==> src/rtl/machine_mode_types_pkg.sv <==
// Shared machine-mode types: claim FSM encoding and interrupt controller defaults.
package machine_mode_types_pkg;

  localparam int NUM_SRC_DEFAULT = 8;
  localparam int PRIO_W_DEFAULT  = 3;

  typedef enum logic {
    IDLE = 1'b0,
    RESP = 1'b1
  } claim_state_e;

endpackage

==> src/rtl/prv_intr_ctrl_if.sv <==
// Claim/complete handshake between the CSR block (master) and the interrupt controller (slave).
interface prv_intr_ctrl_if #(
  parameter int NUM_SRC = machine_mode_types_pkg::NUM_SRC_DEFAULT
);
  localparam int ID_W = $clog2(NUM_SRC + 1);

  logic            claim_req;
  logic            claim_ready;
  logic            claim_valid;
  logic [ID_W-1:0] claim_id;
  logic            complete_req;
  logic [ID_W-1:0] complete_id;

  modport master (
    output claim_req, complete_req, complete_id,
    input  claim_ready, claim_valid, claim_id
  );

  modport slave (
    input  claim_req, complete_req, complete_id,
    output claim_ready, claim_valid, claim_id
  );
endinterface

==> src/rtl/prv_intr_gateway.sv <==
// Per-source gateway tracking pending/inflight; edge capture with a one-deep deferred
// slot is built only when INTR_EDGE_DETECT_EN is defined.
module prv_intr_gateway (
  input  logic clk,
  input  logic rst_n,
  input  logic irq,
`ifdef INTR_EDGE_DETECT_EN
  input  logic edge_mode,
`endif
  input  logic claim_hit,
  input  logic complete_hit,
  output logic pending
);
  logic pending_reg, pending_next;
  logic inflight_reg, inflight_next;
  logic retire;

  // Completion only counts for a source that is actually being serviced.
  assign retire = complete_hit & inflight_reg;

`ifdef INTR_EDGE_DETECT_EN
  logic irq_prev_reg;
  logic deferred_reg, deferred_next;
  logic rise, busy, set_pend, defer_set;

  assign rise      = irq & ~irq_prev_reg;
  assign busy      = pending_reg | inflight_reg;
  assign set_pend  = edge_mode ? (rise & ~busy) : (irq & ~inflight_reg);
  assign defer_set = edge_mode & rise & busy;

  assign deferred_next = retire ? defer_set : (deferred_reg | defer_set);
  assign pending_next  = ~claim_hit & (pending_reg | set_pend | (retire & deferred_reg));

  always_ff @(posedge clk or negedge rst_n) begin
    if (!rst_n) begin
      irq_prev_reg <= 1'b0;
      deferred_reg <= 1'b0;
    end else begin
      irq_prev_reg <= irq;
      deferred_reg <= deferred_next;
    end
  end
`else
  assign pending_next = ~claim_hit & (pending_reg | (irq & ~inflight_reg));
`endif

  // Complete is applied before claim, so a same-edge claim leaves the source inflight.
  assign inflight_next = claim_hit | (inflight_reg & ~retire);

  always_ff @(posedge clk or negedge rst_n) begin
    if (!rst_n) begin
      pending_reg  <= 1'b0;
      inflight_reg <= 1'b0;
    end else begin
      pending_reg  <= pending_next;
      inflight_reg <= inflight_next;
    end
  end

  assign pending = pending_reg;
endmodule

==> src/rtl/prv_intr_ctrl.sv <==
// Platform interrupt controller: per-source gateways, registered priority arbiter and
// claim/complete FSM. Edge-triggered sources are enabled by defining INTR_EDGE_DETECT_EN.
module prv_intr_ctrl
  import machine_mode_types_pkg::*;
#(
  parameter int NUM_SRC = NUM_SRC_DEFAULT,
  parameter int PRIO_W  = PRIO_W_DEFAULT
) (
  input  logic                      CLK,
  input  logic                      nRST,
  input  logic [NUM_SRC-1:0]        src_irq,
  input  logic [NUM_SRC-1:0]        src_en,
  input  logic [NUM_SRC*PRIO_W-1:0] src_prio,
  input  logic [PRIO_W-1:0]         threshold,
  input  logic [NUM_SRC-1:0]        edge_mode,
  output logic                      ext_int,
  prv_intr_ctrl_if.slave            bus
);
  localparam int ID_W   = $clog2(NUM_SRC + 1);
  localparam int LEAVES = 1 << $clog2(NUM_SRC);
  localparam int NODES  = 2 * LEAVES - 1;

  claim_state_e      state_reg;
  logic [ID_W-1:0]   best_id_reg;
  logic              best_vld_reg;
  logic [ID_W-1:0]   claim_id_reg;
  logic              claim_valid_reg;
  logic              claim_take;

  logic [NUM_SRC-1:0] pending;
  logic [NUM_SRC-1:0] eligible;
  logic [NUM_SRC-1:0] claim_hit;
  logic [NUM_SRC-1:0] complete_hit;
  logic [PRIO_W-1:0]  leaf_prio [NUM_SRC];

  logic              t_vld  [NODES];
  logic [PRIO_W-1:0] t_prio [NODES];
  logic [ID_W-1:0]   t_id   [NODES];

  assign claim_take = (state_reg == IDLE) & bus.claim_req;

  for (genvar gi = 0; gi < NUM_SRC; gi++) begin : g_src
    assign leaf_prio[gi]    = src_prio[gi*PRIO_W +: PRIO_W];
    assign eligible[gi]     = pending[gi] & src_en[gi] & (leaf_prio[gi] > threshold);
    assign claim_hit[gi]    = claim_take & (best_id_reg == ID_W'(gi + 1));
    assign complete_hit[gi] = bus.complete_req & (bus.complete_id == ID_W'(gi + 1));

    prv_intr_gateway u_gw (
      .clk          (CLK),
      .rst_n        (nRST),
      .irq          (src_irq[gi]),
`ifdef INTR_EDGE_DETECT_EN
      .edge_mode    (edge_mode[gi]),
`endif
      .claim_hit    (claim_hit[gi]),
      .complete_hit (complete_hit[gi]),
      .pending      (pending[gi])
    );
  end

`ifndef INTR_EDGE_DETECT_EN
  logic unused_edge_mode;
  assign unused_edge_mode = ^edge_mode;
`endif

  // Heap-ordered binary tree: the left child always covers lower IDs, so the right
  // child only wins on a strictly higher priority, which gives lowest-ID tie-breaking.
  always_comb begin
    for (int n = 0; n < NODES; n++) begin
      t_vld[n]  = 1'b0;
      t_prio[n] = '0;
      t_id[n]   = '0;
    end
    for (int n = 0; n < NUM_SRC; n++) begin
      t_vld[LEAVES-1+n]  = eligible[n];
      t_prio[LEAVES-1+n] = leaf_prio[n];
      t_id[LEAVES-1+n]   = ID_W'(n + 1);
    end
    for (int n = LEAVES - 2; n >= 0; n--) begin
      if (t_vld[2*n+2] && (!t_vld[2*n+1] || (t_prio[2*n+2] > t_prio[2*n+1]))) begin
        t_vld[n]  = 1'b1;
        t_prio[n] = t_prio[2*n+2];
        t_id[n]   = t_id[2*n+2];
      end else begin
        t_vld[n]  = t_vld[2*n+1];
        t_prio[n] = t_prio[2*n+1];
        t_id[n]   = t_id[2*n+1];
      end
    end
  end

  always_ff @(posedge CLK or negedge nRST) begin
    if (!nRST) begin
      best_vld_reg    <= 1'b0;
      best_id_reg     <= '0;
      state_reg       <= IDLE;
      claim_valid_reg <= 1'b0;
      claim_id_reg    <= '0;
    end else begin
      best_vld_reg <= t_vld[0];
      best_id_reg  <= t_vld[0] ? t_id[0] : '0;
      case (state_reg)
        IDLE: begin
          if (bus.claim_req) begin
            state_reg       <= RESP;
            claim_valid_reg <= 1'b1;
            claim_id_reg    <= best_id_reg;
          end
        end
        RESP: begin
          state_reg       <= IDLE;
          claim_valid_reg <= 1'b0;
        end
        default: begin
          state_reg       <= IDLE;
          claim_valid_reg <= 1'b0;
        end
      endcase
    end
  end

  assign ext_int         = best_vld_reg;
  assign bus.claim_ready = (state_reg == IDLE);
  assign bus.claim_valid = claim_valid_reg;
  assign bus.claim_id    = claim_id_reg;
endmodule

==> src/flat_wrapper.sv <==
// flat-port wrapper written by rule: the top's interface ports become plain ports
module prv_intr_ctrl_flat import machine_mode_types_pkg::*;
#(
  parameter int NUM_SRC = NUM_SRC_DEFAULT,
  parameter int PRIO_W  = PRIO_W_DEFAULT
)
  (CLK, nRST, src_irq, src_en, src_prio, threshold, edge_mode, ext_int, bus_claim_req, bus_complete_req, bus_complete_id, bus_claim_ready, bus_claim_valid, bus_claim_id);
  prv_intr_ctrl_if #(.NUM_SRC(NUM_SRC)) bus_i ();
  input  logic CLK;
  input  logic nRST;
  input  logic [NUM_SRC-1:0] src_irq;
  input  logic [NUM_SRC-1:0] src_en;
  input  logic [NUM_SRC*PRIO_W-1:0] src_prio;
  input  logic [PRIO_W-1:0] threshold;
  input  logic [NUM_SRC-1:0] edge_mode;
  output logic ext_int;
  input wire logic [$bits(bus_i.claim_req)-1:0] bus_claim_req;
  input wire logic [$bits(bus_i.complete_req)-1:0] bus_complete_req;
  input wire logic [$bits(bus_i.complete_id)-1:0] bus_complete_id;
  output wire logic [$bits(bus_i.claim_ready)-1:0] bus_claim_ready;
  output wire logic [$bits(bus_i.claim_valid)-1:0] bus_claim_valid;
  output wire logic [$bits(bus_i.claim_id)-1:0] bus_claim_id;
  assign bus_i.claim_req = bus_claim_req;
  assign bus_i.complete_req = bus_complete_req;
  assign bus_i.complete_id = bus_complete_id;
  assign bus_claim_ready = bus_i.claim_ready;
  assign bus_claim_valid = bus_i.claim_valid;
  assign bus_claim_id = bus_i.claim_id;
  prv_intr_ctrl #(.NUM_SRC(NUM_SRC), .PRIO_W(PRIO_W)) u_core (.CLK(CLK), .nRST(nRST), .src_irq(src_irq), .src_en(src_en), .src_prio(src_prio), .threshold(threshold), .edge_mode(edge_mode), .ext_int(ext_int), .bus(bus_i));
endmodule
==> config.mk <==
export PLATFORM = sky130hd
export DESIGN_NAME = prv_intr_ctrl_flat
export DESIGN_NICKNAME = d
export VERILOG_FILES = /design/src/rtl/machine_mode_types_pkg.sv /design/src/rtl/prv_intr_ctrl_if.sv /design/src/rtl/prv_intr_gateway.sv /design/src/rtl/prv_intr_ctrl.sv /design/src/flat_wrapper.sv
export SDC_FILE = /design/constraint.sdc
export NUM_CORES = 1
export LEC_CHECK = 0
export BUFFER_PORTS_ARGS = -buffer_cell sky130_fd_sc_hd__clkbuf_2
export CAP_MARGIN = 20
export CELL_PAD_IN_SITES_DETAIL_PLACEMENT = 1
export CELL_PAD_IN_SITES_GLOBAL_PLACEMENT = 1
export CORE_MARGIN = 4
export CORE_UTILIZATION = 30
export CTS_CLUSTER_DIAMETER = 60
export CTS_CLUSTER_SIZE = 16
export DETAILED_ROUTE_END_ITERATION = 10
export GPL_TIMING_DRIVEN = 0
export PLACE_DENSITY = 0.69
export RECOVER_POWER = 50
export SLEW_MARGIN = 20
export SYNTH_ARGS = -nofsm -noshare
export SYNTH_HDL_FRONTEND = slang
export SYNTH_SLANG_ARGS = --single-unit
==> constraint.sdc <==
create_clock -name CLK -period 5.3 [get_ports CLK]
set_input_delay 0.53 -clock CLK [delete_from_list [all_inputs] [get_ports CLK]]
set_output_delay 0.53 -clock CLK [all_outputs]
set_load 0.005 [all_outputs]
==> summary.txt, run 1 <==
Cells and area
  – Diodes inserted: 0
  – Design area: 3100 µm²
  – Core Util, Final: 37.0%
  – Area growth syn-to-layout: 17.8%
  – Layout cell share with drive strength beyond 1: 24.4%
  – Nets: 453

Place
  – Gpl congestion: 0.791
  – Hpwl dp: 6120 µm
  – DP Area: 3050 µm²
  – IO Port Bufs: 57

Yosys
  – Sequential share of the synthesized area: 25.7%
  – Async S/R FF share, synth: 100%
  – Yosys reg bits: 27
  – XOR/XNOR Fraction of Synth Area: 0%
  – Largest family of logic cells by synthesized area: compound AO/OA/AOI/OAI gates
  – Count leader, synth: ha_1
  – Post-synth top area share: 25.7%
  – Post-Syn Area per Cell: 9.17 µm²
  – Synth warn: 0
  – Gate Count Post-Synth: 287
  – Post-synth top cells: 45 x ha_1, 36 x inv_1, 27 x dfrtp_1, 20 x nand2_1
  – Cell taking the most area after synthesis: dfrtp_1
  – Post-Synth Adder-Cell Area: 21.4%
  – Mapped cell area: 2630 µm²
  – Synth Area in Simple Gates: 15.0%
  – Post-synth cell types: 42
  – Synth Area in Compound Gates: 24.7%
  – Most used DFF post-synth: dfrtp_1
  – Syn Nets: 391
  – Top cells by area, synth: dfrtp_1 26%, ha_1 21%, mux2i_1 5.3%
  – Multiplexer share of the synthesized area: 8.17%
  – Post-synth EDFFs: 0

Critical path
  – Critical Path Sink Type: flip-flop
  – WS Path Type: in2reg
  – RR Startpoint: u_core.g_src[2].u_gw.pending
  – Worst EP arrival: 5.12 ns
  – Crit path launch type: primary input
  – R2R setup slack: 1.10 ns
  – Crit path max fanout: 8
  – Worst EP required: 5.49 ns
  – Crit path from: threshold[1]

Drt
  – Wirelength per Cell: 15.6 µm
  – First-pass DRT Iterations: 4
  – Drt drc: 0
  – Post-route ant nets: 0
  – Vias/cell: 5.15
  – Post-Route WL: 7050 µm
  – DR vias: 2333
  – 1st-iter DRT viols: 43

STA
  – Hold Vio Cnt, Final: 0
  – Unrepaired setup endpoints after global routing: no
  – Worst-Margin Slew: 1.43 ns
  – Final Skew: 0.00852 ns
  – Final setup viols: 0
  – Tcrit/Tclk final: 93.1%
  – Final hold slack: 0.429 ns
  – Max-slew violation count: 0
  – Relative slew slack: 4.99%
  – Final min period: 4.93 ns
  – Fin Setup TNS: 0 ns
  – Max Clk Rate: 0.203 GHz

Clock tree
  – CTS H-tree depth: 1
  – Clock Root Buffer: clkbuf_8
  – Skew-Pair Late Insertion Delay: 0.27 ns
  – Postcts setup bufs: 0
  – Reg clk slew, reported paths: 0.09 ns
  – Clock sink count: 27
  – CTS tree: yes
  – Cts hold-fix bufs: 0
  – Number of CTS-inserted buffers: 3
  – Cts repair resizes: 0
  – Max Root-Sink Buffers: 2

Die
  – CORE AREA: 8380 µm²
  – Total die area: 10300 µm²
  – Initial Util: 31.4%
  – IO Count: 66
  – Die height: 102 µm
  – Num rows: 33
  – Die extent in x: 102 µm

Global route
  – Vias in the first global route: 2476
  – Largest net degree at the start of global routing: 28
  – Initial antenna violation count: 0
  – First-pass GRT wire length: 11500 µm
  – Gr usage total: 13.9%
  – Total grt overflow: 0

Run status
  – Status: complete, no violations

Power
  – Worst VDD drop: 0.120 mV
  – Tot Pwr: 0.911 mW
  – Leakage power: 1.55 nW
  – Pwr Density: 294 nW/µm²

Min path
  – Min-delay worst type: reg2reg
  – Hold path startpoint: u_core.state_reg

Run
  – Maxcap violations: 0
## power by group
part	switching, mW	internal [mW]	leakage (nW)	total, mW
logic	0.239	0.211	1.22	0.449
clock network	0.0622	0.0537	0.0228	0.116
registers	0.0601	0.285	0.304	0.345
total	0.361	0.550	1.55	0.911
## logic make-up after synthesis
group,count (synthesis)
buffers and inverters,36
flip-flops,27
AO/OA/AOI/OAI,83
AND/OR/NAND/NOR,76
multiplexers,20
adder cells (fa/ha/maj),45
## cell type report
type	instances	area, µm²
Fill cell	1027	5280
Multi-Input combinational cell	224	1830
Sequential cell	27	676
Timing Repair Buffer	57	284
Inverter	36	139
Tap cell	105	131
Clock buffer	4	45.0
## worst max-delay path: stages
cell and delay [ns]:
clkbuf_2 0.10, clkinvlp_4 0.22, ha_1 0.36, nor2b_1 0.13
o311a_1 0.32, o211ai_1 0.18, nand2_1 0.20, mux2i_2 0.25
inv_1 0.07, ha_1 0.30, nor2b_1 0.13, o21a_1 0.17
o21a_1 0.19, o21bai_2 0.25, mux2_4 0.34, ha_1 0.29
nor2b_1 0.14, o21a_1 0.16, o21ai_0 0.18, a21bo_1 0.25
nand2_1 0.13, mux2i_1 0.20
## through the flow
step,std cells,setup WS [ns]
6_report,453,0.367
5_1_grt,453,0.0280
4_1_cts,453,0.298
3_5_place_dp,449,0.0168
3_3_place_gp,449,0.178
2_1_floorplan,287,0.791
## cells in the final DEF, fill, tap and decap left out, types with 4 or more instances in the layout
cell type  count
clkbuf_2      56
ha_1          45
inv_1         35
dfrtp_1       27
nand2_1       20
o21ai_0       18
a21oi_1       18
nor2b_1       16
mux2i_1       13
nor2_1        12
nand3_1       11
o21a_1         7
a31oi_1        5
a211oi_1       4
and2_1         4
mux2_2         4
## metal layers
| metal | track usage (%) | part of all wire [%] |
|---|---|---|
| met5 | 0 | 0 |
| met2 | 25.0 | 49 |
| met3 | 1.24 | 3.4 |
| met4 | 2.04 | 0.35 |
| met1 | 18.5 | 47 |
## final timing paths
path | cells past startpoint | end
max reg2reg | 18 | u_core.best_id_reg[2]
min in group asynchronous | 1 | u_core.g_src[2].u_gw.inflight_reg
max | 22 | u_core.best_id_reg[2]
min reg2reg | 1 | u_core.bus.claim_valid
max in group asynchronous | 1 | u_core.g_src[3].u_gw.pending
min | 1 | u_core.bus.claim_valid
Power figures use the tool's default switching activity.
==> run 2, diff against run 1 <==
Settings changed: GPL_TIMING_DRIVEN 0 to unset.
==> run 2 against run 1 <==
Setup slack better by 0.12 ns. Critical path depth is the same. Utilization did not move. Die area stayed put. Global-route usage rose by 0.53 points. Design area unchanged. Critical endpoint unchanged. Highest routed layer unchanged. Sequential cell count unchanged.
==> summary.txt, run 2 (synthesis results as in run 1) <==
Drt
  – Post-Route WL: 7110 µm
  – 1st-iter DRT viols: 63
  – Post-route ant nets: 0
  – First-pass DRT Iterations: 4
  – Wirelength per Cell: 15.7 µm
  – Vias/cell: 5.11
  – DR vias: 2321
  – Drt drc: 0

Global route
  – Total grt overflow: 0
  – Met2 Use GR: 25.7%
  – Gr usage total: 14.5%
  – Initial antenna violation count: 0
  – Global route hottest layer: met2
  – Vias in the first global route: 2535
  – First-pass GRT wire length: 12000 µm
  – GRT met1 Usage: 19.4%
  – Largest net degree at the start of global routing: 28
  – Met3 global-route usage: 1.52%

Clock tree
  – Postcts setup bufs: 0
  – Max Root-Sink Buffers: 2
  – Clock Root Buffer: clkbuf_8
  – CTS tree: yes
  – Cts repair resizes: 0
  – Skew-Pair Late Insertion Delay: 0.27 ns
  – CTS H-tree depth: 1
  – Clock sink count: 27
  – Cts hold-fix bufs: 0
  – Number of CTS-inserted buffers: 3
  – Reg clk slew, reported paths: 0.08 ns

Critical path
  – Crit path buf inv count: 3
  – Slowest CP cell: ha_1
  – Crit-path cells: clkbuf_2 -> inv_1 -> ha_1 -> nor2b_1 -> o311a_1 -> o211ai_1 -> nand2_1 -> mux2i_1 -> inv_1 -> ha_1 -> nor2b_1 -> o21a_1 -> o21a_1 -> o21bai_2 -> mux2_4 -> ha_1 -> nor2b_1 -> o21a_1 -> o21ai_0 -> a21bo_1 -> nand2_1 -> mux2i_1
  – Crit path max fanout: 8
  – Crit path launch type: primary input
  – Critical Path Sink Type: flip-flop
  – WS Path Type: in2reg
  – Crit path largest cell delay: 0.32 ns
  – CP delay by family, top: compound AO/OA/AOI/OAI gates
  – Worst EP required: 5.49 ns
  – Worst EP arrival: 5.00 ns

STA
  – Unrepaired setup endpoints after global routing: no
  – Max-slew violation count: 0
  – Final Skew: 0.00377 ns
  – Max Clk Rate: 0.208 GHz
  – Final setup viols: 0
  – Tcrit/Tclk final: 90.7%
  – Fin Setup TNS: 0 ns
  – Worst-Margin Slew: 1.47 ns
  – Hold Vio Cnt, Final: 0
  – Relative slew slack: 2.27%
  – Final min period: 4.81 ns

Power
  – Leakage power: 1.56 nW
  – Pwr Density: 294 nW/µm²
  – Tot Pwr: 0.910 mW
  – Worst VDD drop: 0.0970 mV

Die
  – Total die area: 10300 µm²
  – IO Count: 66
  – Die height: 102 µm
  – Initial Util: 31.4%
  – Num rows: 33
  – Die extent in x: 102 µm
  – CORE AREA: 8380 µm²

Cells and area
  – Nets: 454
  – Layout cell share with drive strength beyond 1: 24.1%
  – Area growth syn-to-layout: 17.8%
  – Commonest non-fill, non-tap cell in the layout: clkbuf_2
  – Register area: 676 µm²
  – Post-Layout Cell Count: 454
  – Filler cells: 1014
  – Most frequent cells in the layout: 56 x clkbuf_2, 45 x ha_1, 36 x inv_1
  – Diodes inserted: 0
  – Multi-input gate area: 1820 µm²

Run status
  – Status: complete, no violations

Min path
  – Min-delay worst type: reg2reg

Place
  – Hpwl dp: 6190 µm
  – IO Port Bufs: 57
  – Placed Cells: 450
  – Gpl congestion: 0.782

Run
  – Maxcap violations: 0
-- run 2: changes by cell type in the layout (fill, tap and decap cells not counted) --
cell,change
buf_4,+1
clkinvlp_4,-1
inv_1,+1
mux2i_1,+1
mux2i_2,-1
-- run 2: per-layer routing --
layer / routed length [µm] / vias to the layer above
li1: - / 1171
met1: 3270 / 1102
met2: 3470 / 46
met3: 360 / 2
met4: 9 / 0
met5: 0 / -
-- run 2: worst paths after layout --
path,start,end,slack (ns),depth (start not counted)
min,u_core.state_reg,u_core.bus.claim_valid,0.43,1
max in group asynchronous,nRST,u_core.ext_int,3.85,1
min in group asynchronous,nRST,u_core.bus.claim_id[0],0.60,1
min reg2reg,u_core.state_reg,u_core.bus.claim_valid,0.43,1
max reg2reg,u_core.g_src[2].u_gw.pending,u_core.best_id_reg[2],1.26,18
max,threshold[1],u_core.best_id_reg[2],0.49,22
-- run 2: cell type report --
class	instances	share of cell area, %
clock buffer	4	1.45
inverter	36	4.36
multi-input combinational	224	58.8
sequential	27	21.8
tap	105	4.24
timing repair buffer	58	9.40
-- run 2: where the power goes --
| part | leakage (nW) | switching, mW | internal, mW | total (mW) |
|---|---|---|---|---|
| Clock | 0.0228 | 0.0597 | 0.0537 | 0.113 |
| Sequential | 0.304 | 0.0613 | 0.285 | 0.347 |
| Combinational | 1.24 | 0.238 | 0.212 | 0.450 |
-- run 2: per-stage QoR --
step                      hold slack [ns]  instance area (µm²)  setup WS, ns  utilization [%]
final                               0.425                 3100         0.492             37.0
after global routing                0.453                 3100         0.111             37.0
after CTS                           0.302                 3100         0.447             37.0
after detailed placement            0.418                 3060         0.168             36.5
after global placement              0.411                 3060         0.269             36.5
after floorplan                     0.234                 2630         0.791                -
